--- src/rtl/inv_sub_pkg.sv ---
`default_nettype none
// ============================================================================
//  Module      : inv_sub_pkg
//  Description : Shared definitions for the sequential inverse SubBytes
//                stage. It holds the state-word geometry, the AES inverse
//                S-box table, a lookup helper and the FSM state encoding.
//  Revision    : 1.0 - initial release
// ============================================================================
package inv_sub_pkg;

    // Bytes per state word. Only 8 (a 64-bit state) is supported.
    localparam int NBYTES = 8;

    typedef enum logic [1:0] {
        IDLE = 2'd0,
        SUB  = 2'd1,
        DONE = 2'd2
    } state_t;

    // Standard AES inverse S-box. The table is indexed by the input byte.
    localparam logic [7:0] INV_SBOX [256] = '{
        8'h52, 8'h09, 8'h6a, 8'hd5, 8'h30, 8'h36, 8'ha5, 8'h38, 8'hbf, 8'h40, 8'ha3, 8'h9e, 8'h81, 8'hf3, 8'hd7, 8'hfb,
        8'h7c, 8'he3, 8'h39, 8'h82, 8'h9b, 8'h2f, 8'hff, 8'h87, 8'h34, 8'h8e, 8'h43, 8'h44, 8'hc4, 8'hde, 8'he9, 8'hcb,
        8'h54, 8'h7b, 8'h94, 8'h32, 8'ha6, 8'hc2, 8'h23, 8'h3d, 8'hee, 8'h4c, 8'h95, 8'h0b, 8'h42, 8'hfa, 8'hc3, 8'h4e,
        8'h08, 8'h2e, 8'ha1, 8'h66, 8'h28, 8'hd9, 8'h24, 8'hb2, 8'h76, 8'h5b, 8'ha2, 8'h49, 8'h6d, 8'h8b, 8'hd1, 8'h25,
        8'h72, 8'hf8, 8'hf6, 8'h64, 8'h86, 8'h68, 8'h98, 8'h16, 8'hd4, 8'ha4, 8'h5c, 8'hcc, 8'h5d, 8'h65, 8'hb6, 8'h92,
        8'h6c, 8'h70, 8'h48, 8'h50, 8'hfd, 8'hed, 8'hb9, 8'hda, 8'h5e, 8'h15, 8'h46, 8'h57, 8'ha7, 8'h8d, 8'h9d, 8'h84,
        8'h90, 8'hd8, 8'hab, 8'h00, 8'h8c, 8'hbc, 8'hd3, 8'h0a, 8'hf7, 8'he4, 8'h58, 8'h05, 8'hb8, 8'hb3, 8'h45, 8'h06,
        8'hd0, 8'h2c, 8'h1e, 8'h8f, 8'hca, 8'h3f, 8'h0f, 8'h02, 8'hc1, 8'haf, 8'hbd, 8'h03, 8'h01, 8'h13, 8'h8a, 8'h6b,
        8'h3a, 8'h91, 8'h11, 8'h41, 8'h4f, 8'h67, 8'hdc, 8'hea, 8'h97, 8'hf2, 8'hcf, 8'hce, 8'hf0, 8'hb4, 8'he6, 8'h73,
        8'h96, 8'hac, 8'h74, 8'h22, 8'he7, 8'had, 8'h35, 8'h85, 8'he2, 8'hf9, 8'h37, 8'he8, 8'h1c, 8'h75, 8'hdf, 8'h6e,
        8'h47, 8'hf1, 8'h1a, 8'h71, 8'h1d, 8'h29, 8'hc5, 8'h89, 8'h6f, 8'hb7, 8'h62, 8'h0e, 8'haa, 8'h18, 8'hbe, 8'h1b,
        8'hfc, 8'h56, 8'h3e, 8'h4b, 8'hc6, 8'hd2, 8'h79, 8'h20, 8'h9a, 8'hdb, 8'hc0, 8'hfe, 8'h78, 8'hcd, 8'h5a, 8'hf4,
        8'h1f, 8'hdd, 8'ha8, 8'h33, 8'h88, 8'h07, 8'hc7, 8'h31, 8'hb1, 8'h12, 8'h10, 8'h59, 8'h27, 8'h80, 8'hec, 8'h5f,
        8'h60, 8'h51, 8'h7f, 8'ha9, 8'h19, 8'hb5, 8'h4a, 8'h0d, 8'h2d, 8'he5, 8'h7a, 8'h9f, 8'h93, 8'hc9, 8'h9c, 8'hef,
        8'ha0, 8'he0, 8'h3b, 8'h4d, 8'hae, 8'h2a, 8'hf5, 8'hb0, 8'hc8, 8'heb, 8'hbb, 8'h3c, 8'h83, 8'h53, 8'h99, 8'h61,
        8'h17, 8'h2b, 8'h04, 8'h7e, 8'hba, 8'h77, 8'hd6, 8'h26, 8'he1, 8'h69, 8'h14, 8'h63, 8'h55, 8'h21, 8'h0c, 8'h7d
    };

    function automatic logic [7:0] inv_sbox_lookup(input logic [7:0] x);
        return INV_SBOX[x];
    endfunction

endpackage : inv_sub_pkg
`default_nettype wire

--- src/rtl/inv_sbox.sv ---
`default_nettype none
// ============================================================================
//  Module      : inv_sbox
//  Description : Combinational AES inverse S-box lookup of one byte.
//  Revision    : 1.0 - initial release
//  Ports       : i_byte  [7:0]  input byte
//                o_byte  [7:0]  inverse-substituted byte
// ============================================================================
module inv_sbox
    import inv_sub_pkg::*;
(
    input  logic [7:0] i_byte,
    output logic [7:0] o_byte
);

    assign o_byte = inv_sbox_lookup(i_byte);

endmodule : inv_sbox
`default_nettype wire

--- src/rtl/inv_sub_bytes_seq.sv ---
`default_nettype none
// ============================================================================
//  Module      : inv_sub_bytes_seq
//  Description : Sequential inverse SubBytes stage for a 64-bit state word.
//                A word is accepted over a valid/ready handshake, its bytes
//                are run through a shared inverse S-box one (or two) per
//                cycle, and the finished word is offered downstream over a
//                second valid/ready handshake.
//  Revision    : 1.0 - initial release
//  Build option: INV_SUB_FAST_EN - two lookups per cycle (4 SUB cycles/word)
//  Ports       : clk        rising-edge clock
//                rst_n      asynchronous active-low reset
//                in_valid   upstream word available
//                in_ready   stage can accept a word this cycle
//                in_data    [63:0] state word, byte 0 = in_data[63:56]
//                out_valid  out_data holds a fully substituted word
//                out_ready  downstream accepts out_data this cycle
//                out_data   [63:0] working register, same byte order
//                busy       high while substituting
// ============================================================================
module inv_sub_bytes_seq
    import inv_sub_pkg::*;
(
    input  logic                  clk,
    input  logic                  rst_n,
    input  logic                  in_valid,
    output logic                  in_ready,
    input  logic [NBYTES*8-1:0]   in_data,
    output logic                  out_valid,
    input  logic                  out_ready,
    output logic [NBYTES*8-1:0]   out_data,
    output logic                  busy
);

`ifdef INV_SUB_FAST_EN
    localparam int LANES = 2;
`else
    localparam int LANES = 1;
`endif

    state_t                r_state;
    logic [NBYTES*8-1:0]   r_work;
    logic [2:0]            r_idx;
    logic                  r_out_valid;
    logic                  r_busy;

    logic [2:0]            w_lane_idx [LANES];
    logic [7:0]            w_lane_in  [LANES];
    logic [7:0]            w_lane_out [LANES];
    logic [NBYTES*8-1:0]   w_work_sub;
    logic                  w_last;
    logic                  w_in_ready;
    logic                  w_in_fire;
    logic                  w_out_fire;

    // Byte n lives at bit offset 8*(7-n); for a 3-bit n, 7-n is simply ~n.
    for (genvar l = 0; l < LANES; l++) begin : g_lane
        assign w_lane_idx[l] = r_idx + 3'(l);
        assign w_lane_in[l]  = r_work[{~w_lane_idx[l], 3'b000} +: 8];

        inv_sbox u_inv_sbox (
            .i_byte (w_lane_in[l]),
            .o_byte (w_lane_out[l])
        );
    end

    always_comb begin
        w_work_sub = r_work;
        for (int l = 0; l < LANES; l++) begin
            w_work_sub[{~w_lane_idx[l], 3'b000} +: 8] = w_lane_out[l];
        end
    end

    // The highest lane reaching byte 7 marks the final SUB edge of a word.
    assign w_last     = (w_lane_idx[LANES-1] == 3'd7);

    // A word may be loaded in DONE on the same edge the finished word leaves,
    // so back-to-back words see no idle bubble.
    assign w_in_ready = (r_state == IDLE) | ((r_state == DONE) & out_ready);
    assign w_in_fire  = in_valid & w_in_ready;
    assign w_out_fire = (r_state == DONE) & out_ready;

    always_ff @(posedge clk or negedge rst_n) begin
        if (!rst_n) begin
            r_state     <= IDLE;
            r_work      <= '0;
            r_idx       <= 3'd0;
            r_out_valid <= 1'b0;
            r_busy      <= 1'b0;
        end else begin
            case (r_state)
                IDLE: begin
                    if (w_in_fire) begin
                        r_work      <= in_data;
                        r_idx       <= 3'd0;
                        r_state     <= SUB;
                        r_busy      <= 1'b1;
                        r_out_valid <= 1'b0;
                    end
                end
                SUB: begin
                    r_work <= w_work_sub;
                    // Wraps to 0 on the final edge (7+1 or 6+2).
                    r_idx  <= r_idx + 3'(LANES);
                    if (w_last) begin
                        r_state     <= DONE;
                        r_busy      <= 1'b0;
                        r_out_valid <= 1'b1;
                    end
                end
                DONE: begin
                    if (w_in_fire) begin
                        r_work      <= in_data;
                        r_idx       <= 3'd0;
                        r_state     <= SUB;
                        r_busy      <= 1'b1;
                        r_out_valid <= 1'b0;
                    end else if (w_out_fire) begin
                        r_state     <= IDLE;
                        r_out_valid <= 1'b0;
                    end
                end
                default: begin
                    r_state     <= IDLE;
                    r_busy      <= 1'b0;
                    r_out_valid <= 1'b0;
                end
            endcase
        end
    end

    assign in_ready  = w_in_ready;
    assign out_valid = r_out_valid;
    assign busy      = r_busy;
    assign out_data  = r_work;

endmodule : inv_sub_bytes_seq
`default_nettype wire

--- config.mk ---
export PLATFORM = sky130hd
export DESIGN_NAME = inv_sub_bytes_seq
export DESIGN_NICKNAME = d
export VERILOG_FILES = /design/src/rtl/inv_sub_pkg.sv /design/src/rtl/inv_sbox.sv /design/src/rtl/inv_sub_bytes_seq.sv
export SDC_FILE = /design/constraint.sdc
export NUM_CORES = 1
export LEC_CHECK = 0
export BUFFER_PORTS_ARGS = -buffer_cell sky130_fd_sc_hd__clkbuf_2
export CAP_MARGIN = 20
export CORE_MARGIN = 10
export CORE_UTILIZATION = 40
export DETAILED_ROUTE_END_ITERATION = 8
export GPL_ROUTABILITY_DRIVEN = 1
export GPL_TIMING_DRIVEN = 0
export PLACE_DENSITY = 0.59
export SETUP_SLACK_MARGIN = 0.02
export SLEW_MARGIN = 0
export SYNTH_ARGS = -nofsm -noshare
export SYNTH_HDL_FRONTEND = slang
export SYNTH_SLANG_ARGS = --single-unit
--- constraint.sdc ---
create_clock -name clk -period 4.61 [get_ports clk]
set_input_delay 0.922 -clock clk [delete_from_list [all_inputs] [get_ports clk]]
set_output_delay 0.922 -clock clk [all_outputs]
set_load 0.02 [all_outputs]
==> run summary, run 1 <==
Outcome: complete, but fails checks
Failing checks: DRC
Crit path max fanout: 15
ANT nets after route: 0
Worst path depth: 16
Gpl congestion: 1.12
FF-to-FF End: out_data[56]
Crit start category: flop
Hold Fails Final Rpt: 0
CTS Buf Count: 9
Port Buffers: 134
Yosys Warn Count: 0
CTS Sinks: 70
Clk Latency, worst-skew pair: 0.35 ns
FFs w/ async S/R, synth: 1.00
Reg area: 1750 sq um
Initial Utilization: 0.409
Pins Over Slew Limit: 0
Num rows: 49
Final #Nets: 1175
Clk Tree Root Cell: clkbuf_16
Least-Margin Pin Slew: 1.13 ns
WS Path Type: flop to flop
Vias in the first global route: 9606
Layout Skew: 0.0127 ns
FMAX: 218 MHz
Drt first pass iters: 9
Initial antenna violation count: 0
Distinct cells, synth: 87
Worst stage delay on the critical path: 0.47 ns
Reg2Reg Depth: 16
Mux share of post-synthesis cell area: 0.0710
RSZ-0062 raised after global routing: false
Share of cells above drive strength 1: 0.272
CP cell instances: buf_2 -> buf_4 -> mux4_2 -> mux2i_2 -> buf_6 -> ha_2 -> buf_2 -> clkbuf_2 -> nand4_1 -> a21oi_1 -> a311oi_2 -> o21ai_0 -> o31ai_1 -> o211ai_4 -> buf_12 -> a21oi_1
Overall die width: 156 microns
Adder-cell area share of the yosys netlist: 0.0355
Required time worst endpoint: 4.81 ns
Multi-input gate area: 5150 sq um
Hold Path Class: flop to flop
Final Non-Filler Cells: 1321
Post-layout min period: 4.58 ns
First-pass GRT wire length: 66700 microns
Final setup fails: 0
Setup slack, reg-to-reg: 0.03 ns
Relative slew slack: 0.236
CTS tree: done
Simple-Gate Fraction of Synth Area: 0.191
Avg WL per Cell: 35.2 microns
Seq/Total Area, Yosys: 0.237
Die area: 24300 sq um
Fillers: 1748
I/O pins: 135
Share of the synthesized area in the top cell type: 0.237
Largest net degree at the start of global routing: 42
# DRC: 21
Critical R2R Launch: r_idx[2]
Gr ovfl total: 0
Die Span Y: 156 microns
Final period utilization: 0.994
Post-Syn Area: 7400 sq um
Largest family of logic cells by synthesized area: compound AO/OA/AOI/OAI gates
Prevailing post-synth register cell: dfrtp_1
Mapped Nets: 1030
Clock-pin slew on the worst setup and hold paths: 0.07 ns
End of the critical path: out_data[56]
CP top delay family: buffers and inverters
Critical Path Sink Type: flop
Compound-Gate Fraction of Synth Area: 0.385
Crit. Startpoint: r_idx[2]
Clock buffer depth: 2
DR iter-0 viols: 1989
Synth Area per Inst: 7.86 sq um
Synth Area in XOR/XNOR: 0.00237
Vias: 10000
CP Buf/Inv Count: 6
Arr. time, crit path: 4.78 ns
Slowest cell on crit path: dfrtp_1
Final HPWL DP: 34000 microns
FF+latch count, synth: 70
Cell type with the largest total area after synthesis: dfrtp_1
Post-synth EDFFs: 0
# placed instances: 1306
Total length of routed wires: 46500 microns
H-tree levels: 3
Core area: 18100 sq um
Synth area leaders: dfrtp_1, a21oi_1, o21ai_0
Via density: 7.60
GRT Util Overall: 0.368
P&R area growth vs syn: 19.2%
Mapped Cells: 941
Max-cap check violation count: 0
[how the worst min path moves through the flow]
stage,cells after the start,end,from,slack (ns)
final,2,busy,busy,0.51
after global routing,1,busy,rst_n,0.55
after CTS,2,busy,busy,0.51
after detailed placement,2,busy,busy,0.49
after global placement,2,busy,busy,0.48
after floorplan,2,busy,busy,0.59
[through the flow]
step	instance area [sq um]	hold WS, ns	worst slack, ns	setup TNS (ns)	util
after floorplan	7400	0.589	1.09	0	-
after global placement	8350	0.475	-0.924	-42.70	0.462
after detailed placement	8380	0.494	-0.782	-34.79	0.464
after CTS	8750	0.509	0.0389	0	0.484
after global routing	8810	0.550	0.0315	0	0.487
final	8820	0.508	0.0283	0	0.488
[state kept, by name (all words and copies together) (netlist names)]
| register | flops |
|---|---|
| busy | 1 |
| out_data | 64 |
| out_valid | 1 |
| r_idx | 3 |
| r_state | 1 |
[Yosys cell counts, types with 8 or more instances]
library cell and count:
a21oi_1 104, nand2_1 71, dfrtp_1 70, o21ai_0 69
and3_1 45, o21ai_1 45, nor2_1 44, buf_2 42
nand3_1 39, clkbuf_1 35, nor3_1 35, o211ai_1 24
a31oi_1 21, ha_1 21, a22oi_1 17, a311oi_1 16
o32ai_1 14, mux4_2 12, or3_1 12, a211oi_1 11
buf_6 10, a221oi_1 9, buf_4 9, mux2i_1 9
o22ai_1 9, o2111ai_1 8
[routing by layer]
layer / share of wire / wire, microns / up-vias / GRT usage
met5: 0 / 0 / - / 0
met4: 0.072 / 3340 / 0 / 0.199
met3: 0.16 / 7540 / 294 / 0.157
met2: 0.41 / 18800 / 1100 / 0.534
met1: 0.36 / 16800 / 4655 / 0.453
li1: - / - / 3986 / -
[timing repair]
item | CTS | global route
gates resized for setup | 21 | 18
buffers inserted | 1 | 2
pin swaps | 1 | 2
setup endpoints to repair | 64 | 64
hold buffers | 0 | 0
gates cloned | 0 | 0
[area by class of cell]
type	count	area share
multi-input combinational	761	0.584
sequential	70	0.199
timing repair buffer	139	0.0849
buffer	95	0.0620
tap	229	0.0325
clock buffer	10	0.0271
clock inverter	6	0.00596
inverter	10	0.00426
antenna	1	0.000284
[cell families (layout without fill, tap and decap cells)]
group                    after synthesis  count (layout)
AO/OA/AOI/OAI                        428             428
XOR/XNOR                               2               2
adder cells (fa/ha/maj)               21              21
buffers and inverters                110             260
flip-flops                            70              70
multiplexers                          31              31
other                                  0               1
AND/OR/NAND/NOR                      279             279
[worst min-delay path: cells and delay by family, from the launching register on]
family / cells / cell delay, ns
flops: 1 / 0.37
simple gates: 2 / 0.11
[layout by cell type, fill, tap and decap left out, types with 11 or more instances in the layout]
master / instances
clkbuf_2: 141
a21oi_1: 101
nand2_1: 71
dfrtp_1: 70
o21ai_0: 66
o21ai_1: 47
and3_1: 45
nor2_1: 44
buf_2: 39
nand3_1: 37
nor3_1: 34
o211ai_1: 24
clkbuf_1: 21
a31oi_1: 21
a22oi_1: 17
ha_1: 17
a311oi_1: 14
o32ai_1: 14
buf_6: 12
mux4_2: 12
buf_4: 12
or3_1: 12
a211oi_1: 11
Power of run 1 is not shown: default switching activity piles up to over one toggle a cycle in this logic, so the estimate is an artifact.
==> run 2, diff against run 1 <==
--- a/config.mk
+++ b/config.mk
@@ -12,9 +12,10 @@
 export DETAILED_ROUTE_END_ITERATION = 8
 export GPL_ROUTABILITY_DRIVEN = 1
 export GPL_TIMING_DRIVEN = 0
-export PLACE_DENSITY = 0.59
+export PLACE_DENSITY = 0.58
 export SETUP_SLACK_MARGIN = 0.02
 export SLEW_MARGIN = 0
 export SYNTH_ARGS = -nofsm -noshare
 export SYNTH_HDL_FRONTEND = slang
+export SYNTH_HIERARCHICAL = 1
 export SYNTH_SLANG_ARGS = --single-unit
==> run summary, run 2 <==
Most common cell after layout, fill and taps aside: clkbuf_2 (unchanged)
Share of cells above drive strength 1: 0.338 (was 0.272)
Gr ovfl total: 0 (unchanged)
P&R area growth vs syn: 24.5% (was 19.2%)
Multi-input gate area: 5570 sq um (was 5150 sq um)
Synth Area per Inst: 8.31 sq um (was 7.86 sq um)
Prevailing post-synth register cell: dfrtp_1 (unchanged)
Arr. time, crit path: 4.81 ns (was 4.78 ns)
Clock buffer depth: 2 (unchanged)
CTS Sinks: 70 (unchanged)
First-pass GRT wire length: 63900 microns (was 66700 microns)
Vias: 9493 (was 10000)
Mux share of post-synthesis cell area: 0.135 (was 0.0710)
Final period utilization: 0.991 (was 0.994)
FMAX: 219 MHz (was 218 MHz)
Pins Over Slew Limit: 0 (unchanged)
Compound-Gate Fraction of Synth Area: 0.303 (was 0.385)
End of the critical path: out_data[32] (was out_data[56])
Drt first pass iters: 7 (was 9)
Total length of routed wires: 45000 microns (was 46500 microns)
Outcome: completed (was complete, but fails checks)
I/O pins: 135 (unchanged)
Least-Margin Pin Slew: 0.893 ns (was 1.13 ns)
Post-synth EDFFs: 0 (unchanged)
Largest register FFs: 64 (unchanged)
Largest net degree at the start of global routing: 62 (was 42)
CTS tree: done (unchanged)
H-tree levels: 3 (unchanged)
Num rows: 50 (was 49)
Max-cap check violation count: 0 (unchanged)
Most common cell in the netlist: nand2_1 (was a21oi_1)
Yosys Warn Count: 6 (was 0)
Cts hold-fix bufs: 0 (unchanged)
Die Span Y: 158 microns (was 156 microns)
Layout Skew: 0.00960 ns (was 0.0127 ns)
Synth area leaders: dfrtp_1, nand2_1, mux4_2 (was dfrtp_1, a21oi_1, o21ai_0)
FFs w/ async S/R, synth: 1.00 (unchanged)
Share of the synthesized area in the top cell type: 0.231 (was 0.237)
RSZ-0062 raised after global routing: true (was false)
FF-to-FF End: out_data[32] (was out_data[56])
Crit path max fanout: 10 (was 15)
Adder-cell area share of the yosys netlist: 0.0428 (was 0.0355)
WS Path Type: flop to flop (unchanged)
Relative slew slack: 0.405 (was 0.236)
Via density: 7.20 (was 7.60)
CTS Buf Count: 9 (unchanged)
Final HPWL DP: 33100 microns (was 34000 microns)
Critical Path Sink Type: flop (unchanged)
GRT Util Overall: 0.352 (was 0.368)
Gpl congestion: 1.09 (was 1.12)
Overall die width: 158 microns (was 156 microns)
Port Buffers: 134 (unchanged)
Seq/Total Area, Yosys: 0.231 (was 0.237)
Pre-CTS WS: -1.77 ns (was -0.782 ns)
Post-layout min period: 4.57 ns (was 4.58 ns)
Crit start category: flop (unchanged)
Synth Area in XOR/XNOR: 0.00115 (was 0.00237)
Reg2Reg Depth: 17 (was 16)
FF+latch count, synth: 70 (unchanged)
Final critical-path setup slack: 0.0394 ns (was 0.0283 ns)
Simple-Gate Fraction of Synth Area: 0.212 (was 0.191)
Initial Utilization: 0.406 (was 0.409)
Post-Syn Area: 7590 sq um (was 7400 sq um)
Cell type with the largest total area after synthesis: dfrtp_1 (unchanged)
Required time worst endpoint: 4.85 ns (was 4.81 ns)
Critical R2R Launch: r_idx[0] (was r_idx[2])
# DRC: 0 (was 21)
Hold Path Class: primary input to asynchronous set/reset pin (was flop to flop)
Hold Fails Final Rpt: 0 (unchanged)
Most frequent cells in the layout: clkbuf_2, nand2_1, a21oi_1 (was clkbuf_2, a21oi_1, nand2_1)
Top post-synthesis cells by count: nand2_1, a21oi_1, dfrtp_1, o21ai_0, nor2_1 (was a21oi_1, nand2_1, dfrtp_1, o21ai_0)
Crit. Startpoint: r_idx[0] (was r_idx[2])
Clock-pin slew on the worst setup and hold paths: 0.06 ns (was 0.07 ns)
Avg WL per Cell: 34.1 microns (was 35.2 microns)
Distinct cells, synth: 82 (was 87)
DR iter-0 viols: 1540 (was 1989)
Core area: 18700 sq um (was 18100 sq um)
Largest family of logic cells by synthesized area: compound AO/OA/AOI/OAI gates (unchanged)
Initial antenna violation count: 1 (was 0)
Reg area: 1750 sq um (about the same)
Worst hold slack: 0.424 ns (was 0.508 ns)
Vias in the first global route: 9184 (was 9606)
Clk Latency, worst-skew pair: 0.35 ns (about the same)
Mapped Nets: 1008 (was 1030)
ANT nets after route: 0 (unchanged)
Final #Nets: 1173 (was 1175)
Final setup fails: 0 (unchanged)
Die area: 24900 sq um (was 24300 sq um)
Fillers: 1787 (was 1748)
Mapped Cells: 914 (was 941)
Ant diodes: 0 (was 1)
Setup slack, reg-to-reg: 0.04 ns (was 0.03 ns)
Clk Tree Root Cell: clkbuf_16 (unchanged)
==> run 2: cell types whose count changed after synthesis, moves of 13 or more <==
cell       previous run  this run
nor2b_1               1        17
o21ai_0              69        50
nand2b_1              4        19
nor3_1               35        19
o32ai_1              14         1
nand2_1              71       126
a22oi_1              17         0
o21ai_1              45         3
and3_1               45         4
o2bb2ai_1             2        32
mux2_1                0        26
a21oi_1             104        73
==> run 2: per-layer routing <==
layer,share of wire,wire length (microns),global-route usage
met3,0.16,7020,0.162
met1,0.38,17300,0.455
met4,0.056,2520,0.150
met2,0.40,18100,0.490
met5,0.00029,13,0
==> run 2: worst min path at each step <==
stage,end,slack (ns),cells past startpoint
2_1_floorplan,busy,0.60,2
3_3_place_gp,busy,0.49,2
3_5_place_dp,out_data[8],0.50,1
4_1_cts,out_data[32],0.43,1
5_1_grt,out_data[32],0.43,1
6_report,out_data[32],0.42,1
==> run 2: what timing repair did <==
action / 4_1_cts / 5_1_grt
endpoints found under the setup margin: 64 / 50
pin swaps: 4 / 10
resized for setup: 58 / 50
setup buffers: 11 / 8
==> run 2: through the flow <==
stage / utilization / cell area, sq um / std cells / setup TNS [ns]
6_report: 0.505 / 9450 / 1318 / 0
5_1_grt: 0.505 / 9450 / 1318 / 0
4_1_cts: 0.491 / 9190 / 1311 / 0
3_5_place_dp: 0.461 / 8620 / 1286 / -79.10
3_3_place_gp: 0.457 / 8560 / 1282 / -106.96
2_1_floorplan: - / 7590 / 914 / 0
==> run 2: cell type report <==
| type | instances | share of cell area |
|---|---|---|
| plain buffers | 88 | 0.0597 |
| multi-input cells | 732 | 0.589 |
| inverters | 21 | 0.00914 |
| clock inverters | 7 | 0.00847 |
| repair buffers | 157 | 0.0929 |
| flip-flops and latches | 70 | 0.185 |
| clock buffers | 9 | 0.0238 |
| well taps | 234 | 0.0310 |
==> run 2: critical path: stages, from the launching register on <==
cell and delay, ns:
dfrtp_2 0.43, buf_12 0.16, buf_12 0.15, mux4_2 0.37, nand2_2 0.08, nand2_4 0.15, buf_6 0.21, clkinvlp_4 0.23
ha_4 0.35, buf_6 0.18, nand2b_2 0.16, a311oi_4 0.39, nor4_2 0.13, a311oi_2 0.53, o22ai_2 0.23, buf_4 0.22
a22o_1 0.20, mux2_4 0.25
==> run 2: cell families after synthesis <==
group / after synthesis
DFF: 70
and+or+nand+nor: 311
adders and majority gates: 26
buffers and inverters: 112
muxes: 69
xor gates and xnor gates: 1
AOI/OAI and AO/OA: 325
Power of run 2 is left out for the same reason.
